[config.mk]
export PLATFORM = sky130hd
export DESIGN_NAME = cpu_bus_arbiter_flat
export DESIGN_NICKNAME = d
export VERILOG_FILES = /design/src/rtl/cpu_bus_arbiter_if.sv /design/src/rtl/cpu_bus_arbiter.sv /design/src/flat_wrapper.sv
export SDC_FILE = /design/constraint.sdc
export NUM_CORES = 1
export LEC_CHECK = 0
export CAP_MARGIN = 20
export CORE_MARGIN = 4
export CORE_UTILIZATION = 30
export CTS_CLUSTER_DIAMETER = 50
export DETAILED_ROUTE_END_ITERATION = 7
export DONT_BUFFER_PORTS = 1
export GPL_TIMING_DRIVEN = 0
export REMOVE_ABC_BUFFERS = 1
export SYNTH_ARGS = -nofsm -noshare
export SYNTH_HDL_FRONTEND = slang
export SYNTH_SLANG_ARGS = --single-unit
[constraint.sdc]
create_clock -name clk -period 1.6 [get_ports clk]
set_input_delay 0.24 -clock clk [delete_from_list [all_inputs] [get_ports clk]]
set_output_delay 0.24 -clock clk [all_outputs]
set_load 0.01 [all_outputs]
[src/rtl/cpu_bus_arbiter_if.sv]
// Memory-side bus of the CPU bus arbiter: one SRAM-like channel with an
// address handshake (req/addr_ok) followed by a data handshake (data_ok).
interface cpu_bus_arbiter_if #(
    parameter int ADDR_W = 32,
    parameter int DATA_W = 32
);
    logic              bus_req;
    logic              bus_wr;
    logic [1:0]        bus_size;
    logic [ADDR_W-1:0] bus_addr;
    logic [DATA_W-1:0] bus_wdata;
    logic              bus_addr_ok;
    logic              bus_data_ok;
    logic [DATA_W-1:0] bus_rdata;

    // Arbiter side: issues requests, receives handshakes and read data.
    modport master (
        output bus_req, bus_wr, bus_size, bus_addr, bus_wdata,
        input  bus_addr_ok, bus_data_ok, bus_rdata
    );

    // Memory side: accepts requests, returns handshakes and read data.
    modport slave (
        input  bus_req, bus_wr, bus_size, bus_addr, bus_wdata,
        output bus_addr_ok, bus_data_ok, bus_rdata
    );
endinterface

[src/rtl/cpu_bus_arbiter.sv]
// Shares one memory bus between the IF fetch port and the MEM data port.
// Data accesses win over fetches (older instruction); each access runs an
// address phase then a data phase; results are held until the pipeline
// advances, and done flags stop re-issue during unrelated stalls.
module cpu_bus_arbiter #(
    parameter int ADDR_W = 32,
    parameter int DATA_W = 32
) (
    input  logic              clk,
    input  logic              rst,
    input  logic              inst_req,
    input  logic [ADDR_W-1:0] inst_addr,
    output logic [DATA_W-1:0] inst_rdata,
    output logic              stallreq_from_if,
    input  logic              data_req,
    input  logic              data_wr,
    input  logic [1:0]        data_size,
    input  logic [ADDR_W-1:0] data_addr,
    input  logic [DATA_W-1:0] data_wdata,
    output logic [DATA_W-1:0] data_rdata,
    output logic              stallreq_from_mem,
    input  logic              pipe_stall,
    input  logic              flush_except,
    cpu_bus_arbiter_if.master bus
);

    typedef enum logic [2:0] {
        IDLE,
        I_ADDR,
        I_WAIT,
        D_ADDR,
        D_WAIT
    } state_t;

    state_t            state_q;
    state_t            state_d;
    logic              cap_data;
    logic              cap_inst;
    logic              inst_fin;
    logic              data_fin;
    logic              discard_now;
    logic              inst_done;
    logic              data_done;
    logic              inst_discard;
    logic              wr_q;
    logic [1:0]        size_q;
    logic [ADDR_W-1:0] addr_q;
    logic [DATA_W-1:0] wdata_q;

    // A flush arriving in the very cycle the fetch completes must also drop it.
    assign discard_now = inst_discard | flush_except;

    assign stallreq_from_if  = inst_req & ~inst_done;
    assign stallreq_from_mem = data_req & ~data_done;

    assign bus.bus_req   = (state_q == I_ADDR) || (state_q == D_ADDR);
    assign bus.bus_wr    = wr_q;
    assign bus.bus_size  = size_q;
    assign bus.bus_addr  = addr_q;
    assign bus.bus_wdata = wdata_q;

    // State register.
    always_ff @(posedge clk or negedge rst) begin
        if (!rst) begin
            state_q <= IDLE;
        end else begin
            state_q <= state_d;
        end
    end

    // Next-state selection and per-cycle capture/completion strobes.
    always_comb begin
        state_d  = state_q;
        cap_data = 1'b0;
        cap_inst = 1'b0;
        inst_fin = 1'b0;
        data_fin = 1'b0;
        case (state_q)
            IDLE: begin
                if (data_req && !data_done) begin
                    state_d  = D_ADDR;
                    cap_data = 1'b1;
                end else if (inst_req && !inst_done) begin
                    state_d  = I_ADDR;
                    cap_inst = 1'b1;
                end
            end
            I_ADDR: if (bus.bus_addr_ok) state_d = I_WAIT;
            I_WAIT: begin
                if (bus.bus_data_ok) begin
                    state_d  = IDLE;
                    inst_fin = 1'b1;
                end
            end
            D_ADDR: if (bus.bus_addr_ok) state_d = D_WAIT;
            D_WAIT: begin
                if (bus.bus_data_ok) begin
                    state_d  = IDLE;
                    data_fin = 1'b1;
                end
            end
            default: state_d = IDLE;
        endcase
    end

    // Bus request fields, loaded on leaving IDLE and held until the next access.
    always_ff @(posedge clk or negedge rst) begin
        if (!rst) begin
            wr_q    <= 1'b0;
            size_q  <= '0;
            addr_q  <= '0;
            wdata_q <= '0;
        end else if (cap_data) begin
            wr_q    <= data_wr;
            size_q  <= data_size;
            addr_q  <= data_addr;
            wdata_q <= data_wdata;
        end else if (cap_inst) begin
            wr_q   <= 1'b0;
            size_q <= 2'd2;
            addr_q <= inst_addr;
        end
    end

    // Returned data holding registers.
    always_ff @(posedge clk or negedge rst) begin
        if (!rst) begin
            inst_rdata <= '0;
            data_rdata <= '0;
        end else begin
            if (data_fin && !wr_q) data_rdata <= bus.bus_rdata;
            if (inst_fin && !discard_now) inst_rdata <= bus.bus_rdata;
        end
    end

    // Done flags: set on completion (wins), cleared when the pipeline advances.
    always_ff @(posedge clk or negedge rst) begin
        if (!rst) begin
            inst_done <= 1'b0;
            data_done <= 1'b0;
        end else begin
            if (inst_fin && !discard_now) inst_done <= 1'b1;
            else if (!pipe_stall)         inst_done <= 1'b0;
            if (data_fin)                 data_done <= 1'b1;
            else if (!pipe_stall)         data_done <= 1'b0;
        end
    end

    // Fetch discard: marks an in-flight fetch whose result must be dropped.
    always_ff @(posedge clk or negedge rst) begin
        if (!rst) begin
            inst_discard <= 1'b0;
        end else if (inst_fin) begin
            inst_discard <= 1'b0;
        end else if (flush_except && (state_q == I_ADDR || state_q == I_WAIT)) begin
            inst_discard <= 1'b1;
        end
    end

endmodule

[src/flat_wrapper.sv]
// flat-port wrapper written by rule: the top's interface ports become plain ports
module cpu_bus_arbiter_flat 
#(
    parameter int ADDR_W = 32,
    parameter int DATA_W = 32
)
  (clk, rst, inst_req, inst_addr, inst_rdata, stallreq_from_if, data_req, data_wr, data_size, data_addr, data_wdata, data_rdata, stallreq_from_mem, pipe_stall, flush_except, bus_bus_req, bus_bus_wr, bus_bus_size, bus_bus_addr, bus_bus_wdata, bus_bus_addr_ok, bus_bus_data_ok, bus_bus_rdata);
  cpu_bus_arbiter_if #(.ADDR_W(ADDR_W), .DATA_W(DATA_W)) bus_i ();
  input  logic clk;
  input  logic rst;
  input  logic inst_req;
  input  logic [ADDR_W-1:0] inst_addr;
  output logic [DATA_W-1:0] inst_rdata;
  output logic stallreq_from_if;
  input  logic data_req;
  input  logic data_wr;
  input  logic [1:0] data_size;
  input  logic [ADDR_W-1:0] data_addr;
  input  logic [DATA_W-1:0] data_wdata;
  output logic [DATA_W-1:0] data_rdata;
  output logic stallreq_from_mem;
  input  logic pipe_stall;
  input  logic flush_except;
  output wire logic [$bits(bus_i.bus_req)-1:0] bus_bus_req;
  output wire logic [$bits(bus_i.bus_wr)-1:0] bus_bus_wr;
  output wire logic [$bits(bus_i.bus_size)-1:0] bus_bus_size;
  output wire logic [$bits(bus_i.bus_addr)-1:0] bus_bus_addr;
  output wire logic [$bits(bus_i.bus_wdata)-1:0] bus_bus_wdata;
  input wire logic [$bits(bus_i.bus_addr_ok)-1:0] bus_bus_addr_ok;
  input wire logic [$bits(bus_i.bus_data_ok)-1:0] bus_bus_data_ok;
  input wire logic [$bits(bus_i.bus_rdata)-1:0] bus_bus_rdata;
  assign bus_bus_req = bus_i.bus_req;
  assign bus_bus_wr = bus_i.bus_wr;
  assign bus_bus_size = bus_i.bus_size;
  assign bus_bus_addr = bus_i.bus_addr;
  assign bus_bus_wdata = bus_i.bus_wdata;
  assign bus_i.bus_addr_ok = bus_bus_addr_ok;
  assign bus_i.bus_data_ok = bus_bus_data_ok;
  assign bus_i.bus_rdata = bus_bus_rdata;
  cpu_bus_arbiter #(.ADDR_W(ADDR_W), .DATA_W(DATA_W)) u_core (.clk(clk), .rst(rst), .inst_req(inst_req), .inst_addr(inst_addr), .inst_rdata(inst_rdata), .stallreq_from_if(stallreq_from_if), .data_req(data_req), .data_wr(data_wr), .data_size(data_size), .data_addr(data_addr), .data_wdata(data_wdata), .data_rdata(data_rdata), .stallreq_from_mem(stallreq_from_mem), .pipe_stall(pipe_stall), .flush_except(flush_except), .bus(bus_i));
endmodule
# Word-level counts from Yosys, hierarchy flattened

Cells that the tools add are included.
W data, S select, Z words.

Register bits after elaboration: 137
Bits in latches: 0
Bits in writable memories: 0
Bits in read-only memories: 0
Input bits: 139
Output and inout port bits: 134
Word-level logic and storage cells: 66
Memories kept: 0

Add/subtract/negate cells: 0
Multipliers: 0
Divide/modulo/power cells: 0
Magnitude comparators: 0
Equal/unequal tests: 10
Shifts and indexed selects: 0
Multiplexer cells: 25
Bitwise gates (word level): 5
Reductions and logical operators: 16

Operator list:

| cell                 | number |
|---|---|
| $mux W32             | 2 |
| $mux W1              | 15 |
| $mux W3              | 5 |
| $pmux W3 S4          | 1 |
| $eq A3 B2 Y1 const B | 2 |
| $ne A2 B1 Y1 const B | 3 |
| $logic_and A1 B1 Y1  | 5 |
| $logic_not A1 Y1     | 4 |
| $mux W2              | 2 |
| $ne A2 B2 Y1 const B | 2 |
| $reduce_and A4 Y1    | 1 |
| $reduce_bool A2 Y1   | 2 |
| $eq A3 B1 Y1 const B | 1 |
| $eq A3 B3 Y1 const B | 1 |
| $logic_not A3 Y1     | 1 |
| $ne A3 B1 Y1 const B | 1 |
| $and A1 B1 Y1        | 2 |
| $logic_or A1 B1 Y1   | 2 |
| $not A1 Y1           | 2 |
| $reduce_or A2 Y1     | 1 |
| $or A1 B1 Y1         | 1 |

# Logic depth before layout (Yosys ltp)

Gate-level depths: netlist (run 1).

Depth in word-level cells: 7
Mapped depth: 6
Gate-level depth less buffers: 4

# Least setup slack after synthesis (run 1)

No wires, ideal clock.

Path type: register -> register
Start point: register u_core.state_q[0]
End point: register u_core.inst_rdata[10]
Library setup time: 125 ps
Arrival: 1,587 ps
Required time: 1,475 ps
Slack: -112 ps
Stages on the path, launching flop included: 6
Path buffers: 3
Clock period less this slack: 1,712 ps
Cells stage by stage: dfrtp_1 buf_6 or4_1 buf_6 buf_6 mux2_4

Cells in the longest elaborated chain, start to end: 3

RTL lines:

| what                     | line                   | text |
|---|---|---|
| start: declaration       | cpu_bus_arbiter.sv:35  | `state_t state_q;` |
| start signal: assignment | cpu_bus_arbiter.sv:67  | `state_q <= state_d;` |
| $eq A3 B2 Y1             | cpu_bus_arbiter.sv:78  | `case (state_q)` |
| $mux W1                  | cpu_bus_arbiter.sv:78  |  |
| $logic_and A1 B1 Y1      | cpu_bus_arbiter.sv:132 | `if (inst_fin && !discard_now) inst_rdata <= bus.bus_rdata;` |
| end signal: assignment   | cpu_bus_arbiter.sv:132 |  |
| end: declaration         | cpu_bus_arbiter.sv:13  | `output logic [DATA_W-1:0] inst_rdata,` |

No other way between the ends.
A chain may end at the register's enable or synchronous reset.

# Worst setup path after layout (run 1)

Start point: register u_core.state_q[2]
End point: register u_core.inst_rdata[9]

Same word-level chain as after synthesis.

==> flow_metrics.env, run 1 <==
export IMPL_avgRoutedWirePerCell_microns=23.01
export IMPL_cts_max_level=4
export IMPL_setup_viol=87
export IMPL_yosys_warnings=0
export IMPL_ioPinCount=273
export IMPL_dp_hpwl_microns=10230
export IMPL_ys_seq_area_share_pct=58.95
export IMPL_core_sq_um=18890
export IMPL_synth_area_leaders="dfrtp_1 59%, mux2_2 13%, mux2_4 7.5%"
export IMPL_netlist_instances=396
export IMPL_yosysMostFrequentCell="dfrtp_1"
export IMPL_holdWs_ps=-479.5
export IMPL_synth_async_reset_ratio_pct=100.0
export IMPL_port_buffers=0
export IMPL_grt_pass1_wl_microns=24880
export IMPL_synth_common_cells="137 x dfrtp_1, 66 x mux2_2, 32 x a2bb2oi_1, 32 x o31ai_1, 32 x or3b_2"
export IMPL_overflow=0
export IMPL_grt_usage_pct=14.69
export IMPL_fp_dieH_microns=147.2
export IMPL_vdd_drop_max_mv=0.8621
export IMPL_clk_pin_slew_ps=60
export IMPL_slowest_stage="or4_4"
export IMPL_initial_core_util_pct=30.78
export IMPL_first_iter_violations=131
export IMPL_period_share_pct=109.5
export IMPL_fin_nets=634
export IMPL_p_comb_share_pct=30.9
export IMPL_crit_type="register to register"
export IMPL_ant_nets=0
export IMPL_die_area_sq_um=21680
export IMPL_synth_xor_area_share_pct=0.1506
export IMPL_drv_slew=0
export IMPL_drive_gt1_share_pct=47.64
export IMPL_yosysTopAreaCell="dfrtp_1"
export IMPL_grt_max_degree=138
export IMPL_root_buffer="clkbuf_16"
export IMPL_dp_slack_ps=-1349
export IMPL_cts_tree="yes"
export IMPL_rsz0062_at_grt="yes"
export IMPL_intPower_mw=10.91
export IMPL_ys_types=30
export IMPL_critical_path_max_stage_delay_ps=510
export IMPL_first_pass_iters=4
export IMPL_cap_violations=0
export IMPL_synth_mux_area_share_pct=20.46
export IMPL_ys_ff_latch=137
export IMPL_syn_cell_area_sq_um=5816
export IMPL_relSlewSlack_pct=72.54
export IMPL_violations="hold timing, setup timing"
export IMPL_grt_pass1_vias=4308
export IMPL_rows=50
export IMPL_power_density_nw_per_um2=2019
export IMPL_ys_flop_type="dfrtp_1"
export IMPL_p_switching_mw=5.646
export IMPL_routed_via_density=5.035
export IMPL_cts_buffers=17
export IMPL_timing_final_ws_setup_ps=-151.6
export IMPL_p_sw_share_pct=34.11
export IMPL_yosys_area_top_type_share_pct=58.95
export IMPL_end_kind="register"
export IMPL_syn_to_final_growth_pct=40.99
export IMPL_num_vias=3872
export IMPL_drt_drc_violations_left=0
export IMPL_power_leakage_nw=3.552
export IMPL_layout_cells_non_filler=769
export IMPL_drt_total_wl_microns=17700
export IMPL_antenna_found_initial=1
export IMPL_worstPathArrival_ps=2050
export IMPL_cp_start_kind="register"
export IMPL_clock_latency_ps=410
export IMPL_synth_top_family_by_area="multiplexers"
export IMPL_synth_edf_count=0
export IMPL_cp_data_required_time_ps=1890
export IMPL_status="complete, but fails checks"
export IMPL_critPathMaxFanout=12
export IMPL_n_fill_cell=1700
export IMPL_path_cells="nand3b_1 -> or4_4 -> clkbuf_16 -> mux2_4"
export IMPL_worstHoldPathType="input port to asynchronous set/reset pin"
export IMPL_tightestPinTransition_ps=410.0
export IMPL_power_frac_clock_pct=24.8
export IMPL_avgSynthCellArea_sq_um=14.69
export IMPL_die_width_microns=147.2
export IMPL_p_seq_share_pct=44.3
export IMPL_timing_fmax_ghz=0.5709
export IMPL_finClkSkew_ps=6.315
export IMPL_finalHoldViolCount=137
export IMPL_synth_adder_area_share_pct=0
export IMPL_synth_simple_area_share_pct=6.670
export IMPL_cts_sinks=137
export IMPL_hold_buffers=71
export IMPL_min_period_ps=1752
export IMPL_clockBufferDepth=2
export IMPL_numPlacedInstances=631
export IMPL_place_gp_congestion=0.7605
export IMPL_synth_compound_area_share_pct=10.46
worst max-delay path: cells and delay by family, from the launching register on:
family | cells | cell delay (ps)
AND/OR/NAND/NOR | 2 | 690
multiplexers | 1 | 300
buffers and inverters | 1 | 220
flip-flops | 1 | 420
power by group through the flow:
stage                     clock network, mW  logic, mW  registers (mW)
final                                  4.11       5.11            7.33
after global routing                   4.38       5.42            7.54
after CTS                              4.19       4.11            7.31
after detailed placement                  0       3.48            7.34
after global placement                    0       3.11            7.32
after floorplan                           0       2.77            6.81
cells by family after synthesis:
logic type / Yosys count
xor gates and xnor gates: 1
and+or+nand+nor: 48
buffers and inverters: 37
DFF: 137
muxes: 96
AOI/OAI and AO/OA: 77
per-stage QoR:
step	area [sq um]	utilization, %	power [mW]	setup TNS, ps	hold slack, ps
final	8199	43.40	16.55	-6302	-479.5
after global routing	8197	43.38	17.34	-11830	-508.7
after global placement	5967	31.58	10.42	-289900	-51.69
after floorplan	5642	-	9.573	-173840	-55.59
after detailed placement	6116	32.37	10.82	-107190	-52.04
after CTS	7761	41.08	15.61	-7916	-501.6
routing by layer:
| metal | vias to the layer above | GRT usage (%) | share of wire [%] |
|---|---|---|---|
| met1 | 1970 | 15.23 | 36 |
| met3 | 23 | 6.817 | 9.4 |
| met4 | 2 | 4.240 | 1.9 |
| li1 | 1669 | - | - |
| met5 | - | 0 | 0.073 |
| met2 | 208 | 26.59 | 53 |
cells in the final DEF (no fill, tap or decap), drive strengths merged, types with 2 or more instances in the layout:
| master | Yosys | final |
|---|---|---|
| dfrtp | 137 | 137 |
| clkinvlp | 0 | 2 |
| a21oi | 2 | 2 |
| buf | 19 | 34 |
| nand2b | 2 | 2 |
| nor2b | 1 | 4 |
| a32o | 2 | 2 |
| mux2 | 96 | 96 |
| clkbuf | 13 | 21 |
| dlygate4sd3 | 0 | 71 |
| o21ai | 4 | 4 |
| inv | 5 | 11 |
| o31ai | 32 | 32 |
| bufinv | 0 | 3 |
| or3b | 32 | 32 |
| a2bb2oi | 32 | 32 |
| nand2 | 8 | 8 |
| clkinv | 0 | 4 |
final cells by class:
cell class	instances	area, sq um	area share [%]
timing repair buffer	109	1264	15.41
multi-input combinational	225	2537	30.95
clock inverter	15	187.7	2.289
inverter	5	21.27	0.2594
clock buffer	17	425.4	5.188
sequential	137	3436	41.90
antenna	1	2.502	0.03052
tap	260	325.3	3.968
worst paths after layout:
path / startpoint / to / slack, ps / depth (start not counted)
worst min-delay path: rst / u_core.bus.bus_wdata[25] / -480 / 0
worst min register to register: u_core.inst_done / u_core.inst_done / 490 / 2
worst max-delay path: u_core.state_q[2] / u_core.inst_rdata[9] / -150 / 4
worst max register to register: u_core.state_q[2] / u_core.inst_rdata[9] / -150 / 4
max in group asynchronous: rst / u_core.bus.bus_addr[19] / 1760 / 0
min in group clk: inst_addr[11] / u_core.bus.bus_addr[11] / 50 / 2
what timing repair did:
item / in CTS / in global routing
gates resized for setup: 30 / 61
endpoints found under the hold margin: 240 / 137
cloned: 4 / 6
setup buffers: 22 / 6
pin swaps: 4 / 6
setup endpoints to repair: 136 / 120
sequential cells by signal (all words and copies together), names as in the netlist:
signal                count
u_core.bus.bus_wdata     32
u_core.state_q            3
u_core.bus.bus_size       2
u_core.data_done          1
u_core.inst_done          1
u_core.bus.bus_wr         1
u_core.bus.bus_addr      32
u_core.inst_rdata        32
u_core.data_rdata        32
u_core.inst_discard       1
No activity file was read; power rests on OpenSTA's default activity.
==> run 2: changes to the inputs <==
--- a/config.mk
+++ b/config.mk
@@ -12,6 +12,7 @@
 export DETAILED_ROUTE_END_ITERATION = 7
 export DONT_BUFFER_PORTS = 1
 export GPL_TIMING_DRIVEN = 0
+export PLACE_DENSITY_LB_ADDON = 0.1
 export REMOVE_ABC_BUFFERS = 1
 export SYNTH_ARGS = -nofsm -noshare
 export SYNTH_HDL_FRONTEND = slang
==> flow_metrics.env, run 2 (synthesized netlist as in run 1, its figures left out) <==
export IMPL_placed_area_sq_um=6140
export IMPL_drive_gt1_share_pct=47.09
export IMPL_tightestPinTransition_ps=423.3
export IMPL_setup_viol=76
export IMPL_overflow=0
export IMPL_drv_slew=0
export IMPL_cts_buffers=17
export IMPL_finalHoldViolCount=137
export IMPL_finClkSkew_ps=10.22
export IMPL_dp_slack_ps=-1090
export IMPL_end_kind="register"
export IMPL_timing_final_ws_setup_ps=-136.2
export IMPL_die_width_microns=147.2
export IMPL_status="complete, but fails checks"
export IMPL_num_vias=3887
export IMPL_numPlacedInstances=632
export IMPL_timing_fmax_ghz=0.5760
export IMPL_slowest_stage="or4_4"
export IMPL_period_share_pct=108.5
export IMPL_drt_total_wl_microns=17770
export IMPL_setup_tns_final_ps=-6571
export IMPL_initial_core_util_pct=30.78
export IMPL_violations="hold timing, setup timing"
export IMPL_core_sq_um=18890
export IMPL_clock_latency_ps=410
export IMPL_rows=50
export IMPL_cap_violations=0
export IMPL_grt_max_degree=138
export IMPL_crit_buf_inv=1
export IMPL_crit_type="register to register"
export IMPL_crit_family="simple AND/OR/NAND/NOR gates"
export IMPL_final_common_cell="dfrtp_1"
export IMPL_place_gp_congestion=0.7030
export IMPL_worstPathArrival_ps=2030
export IMPL_power_leakage_nw=3.670
export IMPL_antenna_found_initial=0
export IMPL_root_buffer="clkbuf_16"
export IMPL_ioPinCount=273
export IMPL_ant_nets=0
export IMPL_first_pass_iters=4
export IMPL_cts_tree="yes"
export IMPL_worstHoldPathType="input port to asynchronous set/reset pin"
export IMPL_fin_nets=643
export IMPL_cts_sinks=137
export IMPL_vdd_drop_max_mv=0.7223
export IMPL_avgRoutedWirePerCell_microns=22.90
export IMPL_hold_buffers=71
export IMPL_critPathMaxFanout=13
export IMPL_routed_via_density=5.009
export IMPL_rsz0062_at_grt="yes"
export IMPL_clockBufferDepth=2
export IMPL_holdWs_ps=-475.5
export IMPL_path_cells="or4_4 -> buf_12 -> mux2_4"
export IMPL_fp_dieH_microns=147.2
export IMPL_die_area_sq_um=21680
export IMPL_cp_data_required_time_ps=1890
export IMPL_design_area_sq_um=8373
export IMPL_layout_cells_non_filler=776
export IMPL_cts_max_level=4
export IMPL_n_fill_cell=1735
export IMPL_port_buffers=0
export IMPL_grt_usage_pct=15.69
export IMPL_clk_pin_slew_ps=60
export IMPL_syn_to_final_growth_pct=43.98
export IMPL_fin_total_pwr_mw=16.78
export IMPL_dp_hpwl_microns=10570
export IMPL_diodes=0
export IMPL_grt_pass1_vias=4278
export IMPL_first_iter_violations=127
export IMPL_drt_drc_violations_left=0
export IMPL_grt_pass1_wl_microns=26250
export IMPL_utilization_pct=44.32
export IMPL_power_density_nw_per_um2=2004
export IMPL_layout_common_cells="133 x dfrtp_1, 70 x dlygate4sd3_1, 64 x mux2_4, 32 x mux2_2, 28 x or3b_2"
export IMPL_min_period_ps=1736
export IMPL_cp_start_kind="register"
export IMPL_critical_path_max_stage_delay_ps=630
export IMPL_relSlewSlack_pct=71.54
## run 2: cell count changes in the layout (fill, tap and decap cells not counted), moves of 5 or more
cell / change
o31ai_1: -8
a2bb2oi_2: -14
buf_4: +8
a2bb2oi_1: +14
buf_12: +5
mux2_2: -11
mux2_4: +11
o31ai_2: +8
## run 2: metal layers
layer  wire length [microns]  global-route usage (%)  up-vias
li1                        -                       -     1691
met1                    6896                   17.59     2010
met2                    9161                   27.33      175
met3                    1524                   6.878       11
met4                     187                   4.147        0
met5                       0                       0        -
## run 2: area by class of cell
class / count / area, sq um / share of cell area [%]
Tap cell: 260 / 325.3 / 3.885
Clock inverter: 10 / 143.9 / 1.718
Clock buffer: 21 / 460.4 / 5.499
Sequential cell: 137 / 3436 / 41.03
Timing Repair Buffer: 121 / 1470 / 17.56
Multi-Input combinational cell: 222 / 2519 / 30.08
Inverter: 5 / 18.77 / 0.2241
## run 2: where the power goes
group | total, mW | switching [mW] | internal (mW)
Sequential | 7.34 | 2.19 | 5.15
Combinational | 5.40 | 1.85 | 3.55
Clock | 4.04 | 1.51 | 2.53
## run 2: path summary, 6_finish.rpt
kind                              startpoint                       to  slack (ps)  cells after the start
max in group asynchronous                rst    u_core.inst_rdata[30]        1890                      0
hold reg to reg             u_core.inst_done         u_core.inst_done         480                      2
hold / removal                           rst   u_core.bus.bus_addr[8]        -480                      0
setup reg to reg           u_core.state_q[0]    u_core.inst_rdata[12]        -140                      3
min in group clk               inst_addr[30]  u_core.bus.bus_addr[30]          50                      2
setup / recovery           u_core.state_q[0]    u_core.inst_rdata[12]        -140                      3
## run 2: timing repair
item                                    4_1_cts  5_1_grt
endpoints found under the setup margin      136      125
gates resized for setup                      59       48
buffers inserted                             26       11
pin swaps                                     4       11
hold endpoints to repair                    240      137
gates cloned                                  9        2
==> run 3: changes to the inputs <==
--- a/config.mk
+++ b/config.mk
@@ -6,6 +6,8 @@
 export NUM_CORES = 1
 export LEC_CHECK = 0
 export CAP_MARGIN = 20
+export CELL_PAD_IN_SITES_DETAIL_PLACEMENT = 1
+export CELL_PAD_IN_SITES_GLOBAL_PLACEMENT = 1
 export CORE_MARGIN = 4
 export CORE_UTILIZATION = 30
 export CTS_CLUSTER_DIAMETER = 50
==> flow_metrics.env, run 3 (synthesized netlist as in run 1, its figures left out) <==
export IMPL_die_area_sq_um=21680
export IMPL_routed_via_density=4.972
export IMPL_first_iter_violations=128
export IMPL_drv_slew=0
export IMPL_cts_buffers=17
export IMPL_period_share_pct=108.0
export IMPL_power_density_nw_per_um2=2022
export IMPL_drt_drc_violations_left=0
export IMPL_grt_max_degree=138
export IMPL_crit_family="simple AND/OR/NAND/NOR gates"
export IMPL_fin_nets=640
export IMPL_cts_max_level=4
export IMPL_layout_common_cells="133 x dfrtp_1, 70 x dlygate4sd3_1, 50 x mux2_4, 46 x mux2_2, 30 x a2bb2oi_2"
export IMPL_die_width_microns=147.2
export IMPL_final_common_cell="dfrtp_1"
export IMPL_drt_total_wl_microns=18210
export IMPL_slowest_stage="or4_4"
export IMPL_avgRoutedWirePerCell_microns=23.53
export IMPL_syn_to_final_growth_pct=45.05
export IMPL_first_pass_iters=4
export IMPL_critical_path_max_stage_delay_ps=510
export IMPL_design_area_sq_um=8436
export IMPL_clk_pin_slew_ps=60
export IMPL_ant_nets=0
export IMPL_cts_tree="yes"
export IMPL_grt_usage_pct=16.13
export IMPL_fin_total_pwr_mw=17.06
export IMPL_fp_dieH_microns=147.2
export IMPL_grt_pass1_wl_microns=27000
export IMPL_end_kind="register"
export IMPL_overflow=0
export IMPL_grt_pass1_vias=4392
export IMPL_root_buffer="clkbuf_16"
export IMPL_crit_type="register to register"
export IMPL_diodes=0
export IMPL_violations="hold timing, setup timing"
export IMPL_vdd_drop_max_mv=0.7251
export IMPL_tightestPinTransition_ps=440.0
export IMPL_cts_sinks=137
export IMPL_status="complete, but fails checks"
export IMPL_power_leakage_nw=3.637
export IMPL_worstHoldPathType="input port to asynchronous set/reset pin"
export IMPL_hold_buffers=70
export IMPL_dp_hpwl_microns=10840
export IMPL_core_sq_um=18890
export IMPL_clock_latency_ps=420
export IMPL_rsz0062_at_grt="yes"
export IMPL_place_gp_congestion=0.6821
export IMPL_finClkSkew_ps=8.381
export IMPL_rows=50
export IMPL_holdWs_ps=-480.9
export IMPL_worstPathArrival_ps=2030
export IMPL_port_buffers=0
export IMPL_timing_fmax_ghz=0.5789
export IMPL_path_cells="nand3b_1 -> or4_4 -> buf_12 -> mux2_4"
export IMPL_antenna_found_initial=0
export IMPL_drive_gt1_share_pct=52.14
export IMPL_timing_final_ws_setup_ps=-127.5
export IMPL_cp_data_required_time_ps=1900
export IMPL_ioPinCount=273
export IMPL_placed_area_sq_um=6120
export IMPL_clockBufferDepth=2
export IMPL_cap_violations=0
export IMPL_initial_core_util_pct=30.78
export IMPL_cp_start_kind="register"
export IMPL_num_vias=3848
export IMPL_min_period_ps=1728
export IMPL_crit_buf_inv=1
export IMPL_relSlewSlack_pct=70.41
export IMPL_finalHoldViolCount=137
export IMPL_setup_viol=80
export IMPL_critPathMaxFanout=14
run 3: through the flow:
stage	util, %	std cells	setup TNS [ps]	setup slack (ps)
global placement	31.58	624	-325300	-4015
global route	44.65	774	-11450	-164.1
finish	44.65	774	-5633	-127.5
detailed placement	32.39	631	-130900	-1647
CTS	42.13	767	-11870	-217.0
floorplan	-	364	-173840	-2307
run 3: layout make-up:
cell class                 count  area (sq um)
timing repair buffer         115          1415
clock buffer                  17         425.4
clock inverter                15         190.2
inverter                       5         23.77
multi-input combinational    225          2620
tap                          260         325.3
sequential                   137          3436
fill                        1887         10460
run 3: path summary, 6_finish.rpt:
kind,from,slack (ps),end,cells after the start
max reg2reg,u_core.state_q[2],-130,u_core.inst_rdata[28],4
min in group clk,inst_addr[27],20,u_core.bus.bus_addr[27],2
min,rst,-480,u_core.bus.bus_wdata[6],0
min reg2reg,u_core.inst_done,470,u_core.inst_done,2
max,u_core.state_q[2],-130,u_core.inst_rdata[28],4
max in group asynchronous,rst,1930,u_core.data_done,0
run 3: routing by layer:
metal  GRT usage (%)  up-vias  part of all wire [%]
met4           3.821        0                  0.64
li1                -     1682                     -
met1           18.48     1986                    38
met3           8.020        8                    11
met5               0        -                     0
met2           27.14      172                    51
run 3: power by group:
part	switching (mW)	internal, mW	total (mW)
clock	1.63	2.49	4.12
sequential	2.24	5.15	7.39
combinational	1.94	3.62	5.55
total	5.81	11.3	17.1
run 3: what timing repair did:
| item | 4_1_cts | 5_1_grt |
|---|---|---|
| resized for setup | 25 | 86 |
| pin swaps | 6 | 14 |
| endpoints found under the hold margin | 240 | 137 |
| cloned | 10 | 4 |
| buffers inserted | 24 | 6 |
| setup endpoints to repair | 136 | 124 |
run 3: worst register-to-register path, cell delays in order (launching register included):
cell and delay (ps):
dfrtp_2 410, nand3b_1 180, or4_4 510, buf_12 200, mux2_4 310
